[src/rtl/control_unit_gen2_if.sv]
// Control-unit <-> datapath signal bundle for the 8-bit accumulator CPU.
// mem_ready exists only when CU_MEM_WAIT_EN is defined.
interface control_unit_gen2_if #(
    parameter int OPC_W     = 8,
    parameter int ALU_SEL_W = 3
);
    logic [OPC_W-1:0]     IR;
    logic [3:0]           CCR_Result;
`ifdef CU_MEM_WAIT_EN
    logic                 mem_ready;
`endif
    logic                 IR_Load, MAR_Load, PC_Load, PC_Inc;
    logic                 A_Load, B_Load, CCR_Load;
    logic [ALU_SEL_W-1:0] ALU_Sel;
    logic [1:0]           Bus1_Sel, Bus2_Sel;
    logic                 write, halted, illegal_op;
    logic [4:0]           state_dbg;

`ifdef CU_MEM_WAIT_EN
    modport master (
        input  IR, CCR_Result, mem_ready,
        output IR_Load, MAR_Load, PC_Load, PC_Inc, A_Load, B_Load, CCR_Load,
               ALU_Sel, Bus1_Sel, Bus2_Sel, write, halted, illegal_op, state_dbg
    );
    modport slave (
        output IR, CCR_Result, mem_ready,
        input  IR_Load, MAR_Load, PC_Load, PC_Inc, A_Load, B_Load, CCR_Load,
               ALU_Sel, Bus1_Sel, Bus2_Sel, write, halted, illegal_op, state_dbg
    );
`else
    modport master (
        input  IR, CCR_Result,
        output IR_Load, MAR_Load, PC_Load, PC_Inc, A_Load, B_Load, CCR_Load,
               ALU_Sel, Bus1_Sel, Bus2_Sel, write, halted, illegal_op, state_dbg
    );
    modport slave (
        output IR, CCR_Result,
        input  IR_Load, MAR_Load, PC_Load, PC_Inc, A_Load, B_Load, CCR_Load,
               ALU_Sel, Bus1_Sel, Bus2_Sel, write, halted, illegal_op, state_dbg
    );
`endif
endinterface

[src/rtl/control_unit_gen2.sv]
// Moore FSM sequencer for the 8-bit accumulator CPU (fetch/decode/execute, HLT, illegal trap).
// Define CU_MEM_WAIT_EN to stall memory-access states on mem_ready.
module control_unit_gen2 #(
    parameter int OPC_W        = 8,
    parameter int ALU_SEL_W    = 3,
    parameter bit ILLEGAL_HALT = 1'b1
) (
    input logic                 Clk,
    input logic                 Reset,
    control_unit_gen2_if.master cu
);
    typedef enum logic [4:0] {
        S_FETCH0 = 5'd0, S_FETCH1, S_FETCH2, S_DECODE,
        S_MARPC, S_PCINC, S_LDMEM, S_MARMEM, S_IDLE, S_STWR,
        S_ALU, S_BRIDLE, S_BRLD, S_SKIP, S_HALT
    } state_e;

    state_e     state_q, state_d, dec_next;
    logic [7:0] ir_q, ir_d, opc;
    logic       ill_q, ill_d;
    logic       ready, hi_ok, br_taken, dec_legal;

`ifdef CU_MEM_WAIT_EN
    assign ready = cu.mem_ready;
`else
    assign ready = 1'b1;
`endif

    assign opc = cu.IR[7:0];
    if (OPC_W > 8) begin : g_wide
        assign hi_ok = ~|cu.IR[OPC_W-1:8];
    end else begin : g_narrow
        assign hi_ok = 1'b1;
    end

    // Condition flags are {N,Z,V,C}; odd low nibble tests flag set, even tests clear.
    always_comb begin
        case (opc[3:0])
            4'h1:    br_taken =  cu.CCR_Result[3];
            4'h2:    br_taken = ~cu.CCR_Result[3];
            4'h3:    br_taken =  cu.CCR_Result[2];
            4'h4:    br_taken = ~cu.CCR_Result[2];
            4'h5:    br_taken =  cu.CCR_Result[1];
            4'h6:    br_taken = ~cu.CCR_Result[1];
            4'h7:    br_taken =  cu.CCR_Result[0];
            4'h8:    br_taken = ~cu.CCR_Result[0];
            default: br_taken = 1'b1;
        endcase
    end

    always_comb begin
        dec_next  = S_FETCH0;
        dec_legal = hi_ok;
        case (opc) inside
            8'h86, 8'h87, 8'h88, 8'h89, 8'h96, 8'h97, 8'h20: dec_next = S_MARPC;
            [8'h42:8'h49]: dec_next = S_ALU;
            [8'h21:8'h28]: dec_next = br_taken ? S_MARPC : S_SKIP;
            8'hFF:         dec_next = S_HALT;
            default:       dec_legal = 1'b0;
        endcase
        if (!dec_legal) dec_next = ILLEGAL_HALT ? S_HALT : S_FETCH0;
    end

    // ir_q holds the opcode latched in DECODE so shared execute states know the variant.
    always_comb begin
        state_d = state_q;
        ir_d    = (state_q == S_DECODE) ? opc : ir_q;
        ill_d   = ill_q | ((state_q == S_DECODE) && !dec_legal);
        case (state_q)
            S_FETCH0: state_d = S_FETCH1;
            S_FETCH1: state_d = S_FETCH2;
            S_FETCH2: if (ready) state_d = S_DECODE;
            S_DECODE: state_d = dec_next;
            S_MARPC:  state_d = (ir_q[7:4] == 4'h2) ? S_BRIDLE : S_PCINC;
            S_PCINC:  state_d = (ir_q == 8'h86 || ir_q == 8'h88) ? S_LDMEM : S_MARMEM;
            S_MARMEM: if (ready) state_d = S_IDLE;
            S_IDLE:   state_d = (ir_q[7:4] == 4'h9) ? S_STWR : S_LDMEM;
            S_LDMEM, S_STWR, S_BRLD: if (ready) state_d = S_FETCH0;
            S_BRIDLE: state_d = S_BRLD;
            S_ALU, S_SKIP: state_d = S_FETCH0;
            S_HALT:   state_d = S_HALT;
            default:  state_d = S_FETCH0;
        endcase
    end

    always_ff @(posedge Clk or posedge Reset) begin
        if (Reset) begin
            state_q <= S_FETCH0;
            ir_q    <= 8'h00;
            ill_q   <= 1'b0;
        end else begin
            state_q <= state_d;
            ir_q    <= ir_d;
            ill_q   <= ill_d;
        end
    end

    always_comb begin
        cu.IR_Load  = 1'b0;
        cu.MAR_Load = 1'b0;
        cu.PC_Load  = 1'b0;
        cu.PC_Inc   = 1'b0;
        cu.A_Load   = 1'b0;
        cu.B_Load   = 1'b0;
        cu.CCR_Load = 1'b0;
        cu.ALU_Sel  = '0;
        cu.Bus1_Sel = 2'b00;
        cu.Bus2_Sel = 2'b01;
        cu.write    = 1'b0;
        case (state_q)
            S_FETCH0, S_MARPC: cu.MAR_Load = 1'b1;
            S_FETCH1, S_PCINC, S_SKIP: cu.PC_Inc = 1'b1;
            S_FETCH2: begin cu.IR_Load = 1'b1; cu.Bus2_Sel = 2'b10; end
            S_MARMEM: begin cu.MAR_Load = 1'b1; cu.Bus2_Sel = 2'b10; end
            S_BRLD:   begin cu.PC_Load = 1'b1; cu.Bus2_Sel = 2'b10; end
            S_LDMEM: begin
                cu.Bus2_Sel = 2'b10;
                if (ir_q == 8'h86 || ir_q == 8'h87) cu.A_Load = 1'b1;
                else                                 cu.B_Load = 1'b1;
            end
            S_STWR: begin
                cu.write    = 1'b1;
                cu.Bus1_Sel = (ir_q == 8'h96) ? 2'b01 : 2'b10;
            end
            S_ALU: begin
                cu.Bus2_Sel = 2'b00;
                cu.CCR_Load = 1'b1;
                case (ir_q)
                    8'h46: begin cu.Bus1_Sel = 2'b01; cu.ALU_Sel = ALU_SEL_W'(3'b100); cu.A_Load = 1'b1; end
                    8'h47: begin cu.Bus1_Sel = 2'b10; cu.ALU_Sel = ALU_SEL_W'(3'b100); cu.B_Load = 1'b1; end
                    8'h48: begin cu.Bus1_Sel = 2'b01; cu.ALU_Sel = ALU_SEL_W'(3'b101); cu.A_Load = 1'b1; end
                    8'h49: begin cu.Bus1_Sel = 2'b10; cu.ALU_Sel = ALU_SEL_W'(3'b101); cu.B_Load = 1'b1; end
                    // 0x42..0x45 map onto ALU ADD/SUB/AND/OR in order
                    default: begin
                        cu.Bus1_Sel = 2'b10;
                        cu.ALU_Sel  = ALU_SEL_W'(ir_q[2:0] - 3'd2);
                        cu.A_Load   = 1'b1;
                    end
                endcase
            end
            default: ;
        endcase
    end

    assign cu.halted     = (state_q == S_HALT);
    assign cu.illegal_op = ill_q;
    assign cu.state_dbg  = state_q;
endmodule

[src/flat_wrapper.sv]
// flat-port wrapper written by rule: the top's interface ports become plain ports
module control_unit_gen2_flat 
#(
    parameter int OPC_W        = 8,
    parameter int ALU_SEL_W    = 3,
    parameter bit ILLEGAL_HALT = 1'b1
)
  (Clk, Reset, cu_IR, cu_CCR_Result, cu_IR_Load, cu_MAR_Load, cu_PC_Load, cu_PC_Inc, cu_A_Load, cu_B_Load, cu_CCR_Load, cu_ALU_Sel, cu_Bus1_Sel, cu_Bus2_Sel, cu_write, cu_halted, cu_illegal_op, cu_state_dbg);
  control_unit_gen2_if #(.OPC_W(OPC_W), .ALU_SEL_W(ALU_SEL_W)) cu_i ();
  input logic Clk;
  input logic Reset;
  input wire logic [$bits(cu_i.IR)-1:0] cu_IR;
  input wire logic [$bits(cu_i.CCR_Result)-1:0] cu_CCR_Result;
  output wire logic [$bits(cu_i.IR_Load)-1:0] cu_IR_Load;
  output wire logic [$bits(cu_i.MAR_Load)-1:0] cu_MAR_Load;
  output wire logic [$bits(cu_i.PC_Load)-1:0] cu_PC_Load;
  output wire logic [$bits(cu_i.PC_Inc)-1:0] cu_PC_Inc;
  output wire logic [$bits(cu_i.A_Load)-1:0] cu_A_Load;
  output wire logic [$bits(cu_i.B_Load)-1:0] cu_B_Load;
  output wire logic [$bits(cu_i.CCR_Load)-1:0] cu_CCR_Load;
  output wire logic [$bits(cu_i.ALU_Sel)-1:0] cu_ALU_Sel;
  output wire logic [$bits(cu_i.Bus1_Sel)-1:0] cu_Bus1_Sel;
  output wire logic [$bits(cu_i.Bus2_Sel)-1:0] cu_Bus2_Sel;
  output wire logic [$bits(cu_i.write)-1:0] cu_write;
  output wire logic [$bits(cu_i.halted)-1:0] cu_halted;
  output wire logic [$bits(cu_i.illegal_op)-1:0] cu_illegal_op;
  output wire logic [$bits(cu_i.state_dbg)-1:0] cu_state_dbg;
  assign cu_i.IR = cu_IR;
  assign cu_i.CCR_Result = cu_CCR_Result;
  assign cu_IR_Load = cu_i.IR_Load;
  assign cu_MAR_Load = cu_i.MAR_Load;
  assign cu_PC_Load = cu_i.PC_Load;
  assign cu_PC_Inc = cu_i.PC_Inc;
  assign cu_A_Load = cu_i.A_Load;
  assign cu_B_Load = cu_i.B_Load;
  assign cu_CCR_Load = cu_i.CCR_Load;
  assign cu_ALU_Sel = cu_i.ALU_Sel;
  assign cu_Bus1_Sel = cu_i.Bus1_Sel;
  assign cu_Bus2_Sel = cu_i.Bus2_Sel;
  assign cu_write = cu_i.write;
  assign cu_halted = cu_i.halted;
  assign cu_illegal_op = cu_i.illegal_op;
  assign cu_state_dbg = cu_i.state_dbg;
  control_unit_gen2 #(.OPC_W(OPC_W), .ALU_SEL_W(ALU_SEL_W), .ILLEGAL_HALT(ILLEGAL_HALT)) u_core (.Clk(Clk), .Reset(Reset), .cu(cu_i));
endmodule
[config.mk]
export PLATFORM = sky130hd
export DESIGN_NAME = control_unit_gen2_flat
export DESIGN_NICKNAME = d
export VERILOG_FILES = /design/src/rtl/control_unit_gen2_if.sv /design/src/rtl/control_unit_gen2.sv /design/src/flat_wrapper.sv
export SDC_FILE = /design/constraint.sdc
export NUM_CORES = 1
export LEC_CHECK = 0
export CAP_MARGIN = 20
export CORE_MARGIN = 8
export CORE_UTILIZATION = 46
export CTS_CLUSTER_DIAMETER = 100
export DETAILED_ROUTE_END_ITERATION = 10
export GPL_TIMING_DRIVEN = 0
export HOLD_SLACK_MARGIN = 0.05
export PLACE_DENSITY_LB_ADDON = 0.3
export REMOVE_ABC_BUFFERS = 1
export SYNTH_ARGS = -nofsm -noshare
export SYNTH_HDL_FRONTEND = slang
export SYNTH_SLANG_ARGS = --single-unit
[constraint.sdc]
create_clock -name Clk -period 1.8 [get_ports Clk]
set_input_delay 0.18 -clock Clk [delete_from_list [all_inputs] [get_ports Clk]]
set_output_delay 0.18 -clock Clk [all_outputs]
set_load 0.1 [all_outputs]
==> results of run 1 <==
==> critical path, cell delays in order, from the launching register on <==
cell and delay (ns):
dfrtp_2 0.46, nor4b_4 0.35, a21boi_4 0.28, nand2b_4 0.16
o311ai_1 0.11, clkbuf_8 0.24
==> sequential cells by signal (all words and copies together) (netlist names) <==
register,count
u_core.cu.state_dbg,4
u_core.ir_q,8
u_core.cu.illegal_op,1
==> kinds of logic after synthesis <==
family | share of synthesized area
XOR/XNOR | 0.0157
other | 0.00335
AND/OR/NAND/NOR | 0.295
multiplexers | 0.0906
buffers and inverters | 0.0805
flip-flops | 0.291
AO/OA/AOI/OAI | 0.224
==> stage by stage <==
stage	std cells	setup TNS (ns)
floorplan	122	-38.79
detailed placement	187	-13.98
finish	219	-1.43
global route	219	-2.26
CTS	199	-1.22
global placement	186	-18.57
==> final timing paths <==
| path | startpoint | to | slack (ns) | cells after the start |
|---|---|---|---|---|
| setup / recovery | u_core.ir_q[4]$_DFFE_PP0P_ | cu_Bus1_Sel[1] | -0.27 | 5 |
| hold / removal | Reset | u_core.cu.illegal_op$_DFF_PP0_ | 0.22 | 2 |
| setup reg to reg | u_core.cu.state_dbg[0]$_DFF_PP0_ | u_core.cu.state_dbg[2]$_DFF_PP0_ | 0.04 | 7 |
| hold reg to reg | u_core.cu.illegal_op$_DFF_PP0_ | u_core.cu.illegal_op$_DFF_PP0_ | 0.47 | 1 |
| max in group asynchronous | Reset | u_core.ir_q[1]$_DFFE_PP0P_ | 1.21 | 2 |
| min in group Clk | u_core.cu.illegal_op$_DFF_PP0_ | u_core.cu.illegal_op$_DFF_PP0_ | 0.47 | 1 |
==> cells in the mapped netlist, types with 2 or more instances <==
cell      count  share of area
o211ai_1      2          0.013
nand4_1       2          0.011
a21oi_1       5          0.022
o311ai_0      2          0.016
o21ai_0       5          0.022
buf_4         2          0.013
clkbuf_8      3          0.037
nor2b_1       4          0.022
nor2_1       16          0.054
a211oi_1      2          0.013
a31oi_1       2          0.011
inv_1         5          0.017
dfrtp_1      13           0.29
buf_2         2         0.0089
nand3_1       2         0.0089
nor3_1        4          0.018
mux2_2        9          0.091
nor4b_1       4          0.031
nand3b_1      4          0.027
o22ai_1       2          0.011
a22oi_1       2          0.013
nand2b_1      8          0.045
nand2_1       8          0.027
==> per-layer routing <==
metal	routed length (µm)	part of all wire
met1	1530	0.41
met2	1860	0.50
met3	286	0.076
met4	77	0.020
met5	0	0
==> cell type report <==
class / instances / area, µm²
timing repair buffer: 63 / 583
multi-input combinational: 104 / 845
tap: 30 / 37.5
inverter: 5 / 21.3
clock buffer: 4 / 26.3
fill: 151 / 539
sequential: 13 / 335
==> repair_timing <==
item,4_1_cts,5_1_grt
setup endpoints to repair,33,22
pin swaps,7,5
gates resized for setup,142,27
gates cloned,0,0
hold buffers,0,0
buffers inserted,8,20
==> out/qor.yml, run 1 <==
dr.pass1.iters: 5
cts.clk_slew.worst_paths_ns: 0.08
critPathArrivalTime_ns: 1.89
start_util: 0.469
clock_latency_ns: 0.29
numClockSinks: 13
core_area_um2: 2390
post_dp_cell_area_um2: 1430
cts_root_buffer: "clkbuf_4"
grt_max_degree: 16
grtUsageMet3: 0.0544
num_vias: 1280
h-tree-depth: 1
globalplace.congestion: 0.851
setup_slack_ns: -0.267
fin_util: 0.774
required_ns: 1.62
violations: "setup timing"
min_period_ns: 2.07
antenna_cells: 0
synth_seq_area_share: 0.291
cts_tree: "done"
synth_seq_cells: 13
detail_route.iter0.violations: 75
layout_common_cells: "30 x buf_4, 13 x clkdlybuf4s50_1, 11 x nor2_1"
hold_path.class: "primary input to asynchronous set/reset pin"
grt_usage: 0.157
setup_violations: 8
hold_ws_ns: 0.219
grt_pass1_vias: 1193
drt-total-wl_mm: 3.76
core.rowCount: 18
tightest_slew_ns: 0.951
die_x_um: 65.3
status: "finished, violations left"
remaining_drc_errors: 0
finalMaxSlewViolations: 0
final_common_cell: "buf_4"
ctsLongestPathBuffers: 2
drive_above_1_share: 0.492
cts_buffers: 3
syn_inst: 130
fin_nets: 204
routedWlPerCell_um: 17.2
finish.instance_area_um2: 1850
yosysWarnings: 0
synth_edf_count: 0
ys.flop_type: "dfrtp_1"
crit_fanout: 5
worst_setup_path_start_kind: "register"
grt_use_met1: 0.177
area_growth_pct: 65.2
maxSlewHeadroom: 0.368
met2_usage: 0.263
post-dp-hpwl_mm: 2.30
synthArstFlopShare: 1.00
grt.overflow.total: 0
synth_area_um2: 1120
timing.fmax_mhz: 484
ys_types: 45
pre_cts_slack_ns: -0.991
hold_viol_final: 0
cap_viol_max_count: 0
numPortBuffers: 34
viasPerCell: 5.84
drtAntennaViolNets: 0
antenna_found_initial: 0
die_area_um2: 4270
rsz0062_at_grt: "yes"
critical_path_class: "register to output pin"
clock_skew_ns: 0.00634
grt_pass1_wl_mm: 5.42
busiest_layer: "met2"
synth.avg_cell_area_um2: 8.60
end_kind: "output pin"
die_h_um: 65.3
io_pins: 36
min_period_over_period: 1.15
Power of run 1 is left out: the tool's default activity adds up to more than one toggle a clock period on the data nets, which glitch-free logic cannot reach.
==> run 2, diff against run 1 <==
- SLEW_MARGIN: unset -> 20
==> run 2 against run 1 <==
The run still ends with setup timing left. Critical path depth unchanged. Setup slack got worse by 0.024 ns. Wire length decreased by 4.6%. Sequential cell count unchanged. Final cell count decreased by 4.1%. Sequential share of layout area increased by 0.69 points. Clock-buffer cell count unchanged. Die area unchanged. Non-clock buffer count decreased by 9. Register-to-register slack got worse by 0.06 ns. Critical endpoint is now cu_B_Load. Largest cell class unchanged.
==> out/qor.yml, run 2 (same netlist as run 1, synthesis figures left out) <==
r2r-start: "u_core.ir_q[7]$_DFFE_PP0P_"
hold_path.class: "primary input to asynchronous set/reset pin"
rsz0062_at_grt: "yes"
largest_register_ffs: 8  # unchanged
final_common_cell: "buf_4"
crit_chain: "nor4b_4 > a21boi_4 > a32oi_1 > nor2_1 > buf_6"
grt_pass1_vias: 1275  # +6.9%
grt_usage: 0.168  # +0.0109
tightest_slew_ns: 0.957  # +0.00570 ns
cts_root_buffer: "clkbuf_4"
maxSlewHeadroom: 0.365  # -0.00378
h-tree-depth: 1  # unchanged
grt_pass1_wl_mm: 5.84  # +7.9%
numClockSinks: 13  # unchanged
globalplace.congestion: 0.851  # unchanged
min_period_ns: 2.09  # +0.0239 ns
clock_latency_ns: 0.29  # about the same
status: "finished, violations left"
drive_above_1_share: 0.478  # -0.0143
violations: "setup timing"
required_ns: 1.62  # about the same
critical_path_class: "register to output pin"
top_register: "u_core.ir_q"
tns_ns: -1.15  # +0.274 ns
die_x_um: 65.3  # unchanged
remaining_drc_errors: 0  # unchanged
hold_viol_final: 0  # unchanged
path_buf_inv: 1  # unchanged
r2r_cells: 6  # -1
end_kind: "output pin"
detail_route.iter0.violations: 71  # -5.3%
cts.clk_slew.worst_paths_ns: 0.09  # about the same
regArea_um2: 335  # unchanged
setup_slack_ns: -0.291  # -0.0239 ns
multiInputGateArea_um2: 855  # +1.2%
ctsLongestPathBuffers: 2  # unchanged
die_area_um2: 4270  # unchanged
antenna_cells: 0  # unchanged
setup_violations: 8  # unchanged
endpoint: "cu_B_Load"
drtAntennaViolNets: 0  # unchanged
layout_common_cells: "23 x buf_4, 13 x clkdlybuf4s50_1, 12 x nor2_1"
crit_slowest_cell: "dfrtp_2"
clock_skew_ns: 0.00725  # +0.000911 ns
ff2ff_setup_slack_ns: -0.02  # -0.06 ns
post_dp_cell_area_um2: 1430  # unchanged
grt_max_degree: 14  # -2
dr.pass1.iters: 4  # -1
cts_buffers: 3  # unchanged
cp_num_cells: 5  # unchanged
finalMaxSlewViolations: 0  # unchanged
worst_setup_path_start_kind: "register"
viasPerCell: 5.96  # +2.0%
core.rowCount: 18  # unchanged
pre_cts_slack_ns: -0.981  # +0.0104 ns
fin_nets: 195  # -4.4%
finish.instance_area_um2: 1780  # -3.7%
core_area_um2: 2390  # unchanged
antenna_found_initial: 0  # unchanged
critPathArrivalTime_ns: 1.91  # +0.02 ns
start_util: 0.469  # unchanged
r2r_end: "u_core.cu.state_dbg[2]$_DFF_PP0_"
min_period_over_period: 1.16  # +0.0133
critPathTopFamily: "simple AND/OR/NAND/NOR gates"
io_pins: 36  # unchanged
grt.overflow.total: 0  # unchanged
cap_viol_max_count: 0  # unchanged
startpoint: "u_core.ir_q[4]$_DFFE_PP0P_"
routedWlPerCell_um: 17.1  # -0.46%
n_fill_cell: 162  # +7.3%
numPortBuffers: 34  # unchanged
post-dp-hpwl_mm: 2.37  # +3.2%
cts_tree: "done"
hold_buffers: 0  # unchanged
drt-total-wl_mm: 3.59  # -4.6%
crit_fanout: 5  # unchanged
num_vias: 1252  # -2.2%
timing.fmax_mhz: 478  # -1.1%
slowest_delay_ns: 0.47  # about the same
die_h_um: 65.3  # unchanged
area_growth_pct: 59.2
==> run 2: changes by cell type in the layout (fill, tap and decap cells not counted), sizes merged <==
cell and change:
buf -11, clkdlybuf4s15 -2, clkbuf +4
==> run 2: worst min path at each step <==
| stage | from | endpoint | slack (ns) | cells past startpoint |
|---|---|---|---|---|
| 2_1_floorplan | Reset | u_core.cu.illegal_op$_DFF_PP0_ | 0.06 | 1 |
| 3_3_place_gp | u_core.cu.illegal_op$_DFF_PP0_ | u_core.cu.illegal_op$_DFF_PP0_ | 0.45 | 1 |
| 3_5_place_dp | u_core.cu.illegal_op$_DFF_PP0_ | u_core.cu.illegal_op$_DFF_PP0_ | 0.46 | 1 |
| 4_1_cts | Reset | u_core.cu.illegal_op$_DFF_PP0_ | 0.23 | 2 |
| 5_1_grt | Reset | u_core.cu.illegal_op$_DFF_PP0_ | 0.27 | 2 |
| 6_report | Reset | u_core.cu.illegal_op$_DFF_PP0_ | 0.21 | 2 |
==> run 2: what timing repair did <==
item                                    4_1_cts  5_1_grt
pin swaps                                     6        8
gates resized for setup                     148       21
endpoints found under the setup margin       32       19
buffers inserted                             17        3
hold endpoints to repair                      0        0
==> run 2: layer usage <==
layer	share of wire	vias up	wire length, µm	GRT usage
met5	0	-	0	0
met4	0.019	0	69	0.0926
met3	0.073	9	263	0.0493
met2	0.50	56	1810	0.283
met1	0.40	602	1450	0.186
li1	-	585	-	-
==> run 2: area by class of cell <==
| type | count | area share |
|---|---|---|
| clock buffer | 4 | 0.0148 |
| sequential | 13 | 0.188 |
| timing repair buffer | 54 | 0.284 |
| multi-input combinational | 104 | 0.480 |
| tap | 30 | 0.0211 |
| inverter | 5 | 0.0119 |
==> run 2: through the flow <==
step / util / std cells / hold slack (ns)
3_3_place_gp: 0.597 / 186 / 0.454
3_5_place_dp: 0.599 / 186 / 0.458
6_report: 0.746 / 210 / 0.207
2_1_floorplan: - / 122 / 0.0570
4_1_cts: 0.710 / 207 / 0.229
5_1_grt: 0.746 / 210 / 0.266
Power of run 2 is left out for the same reason.
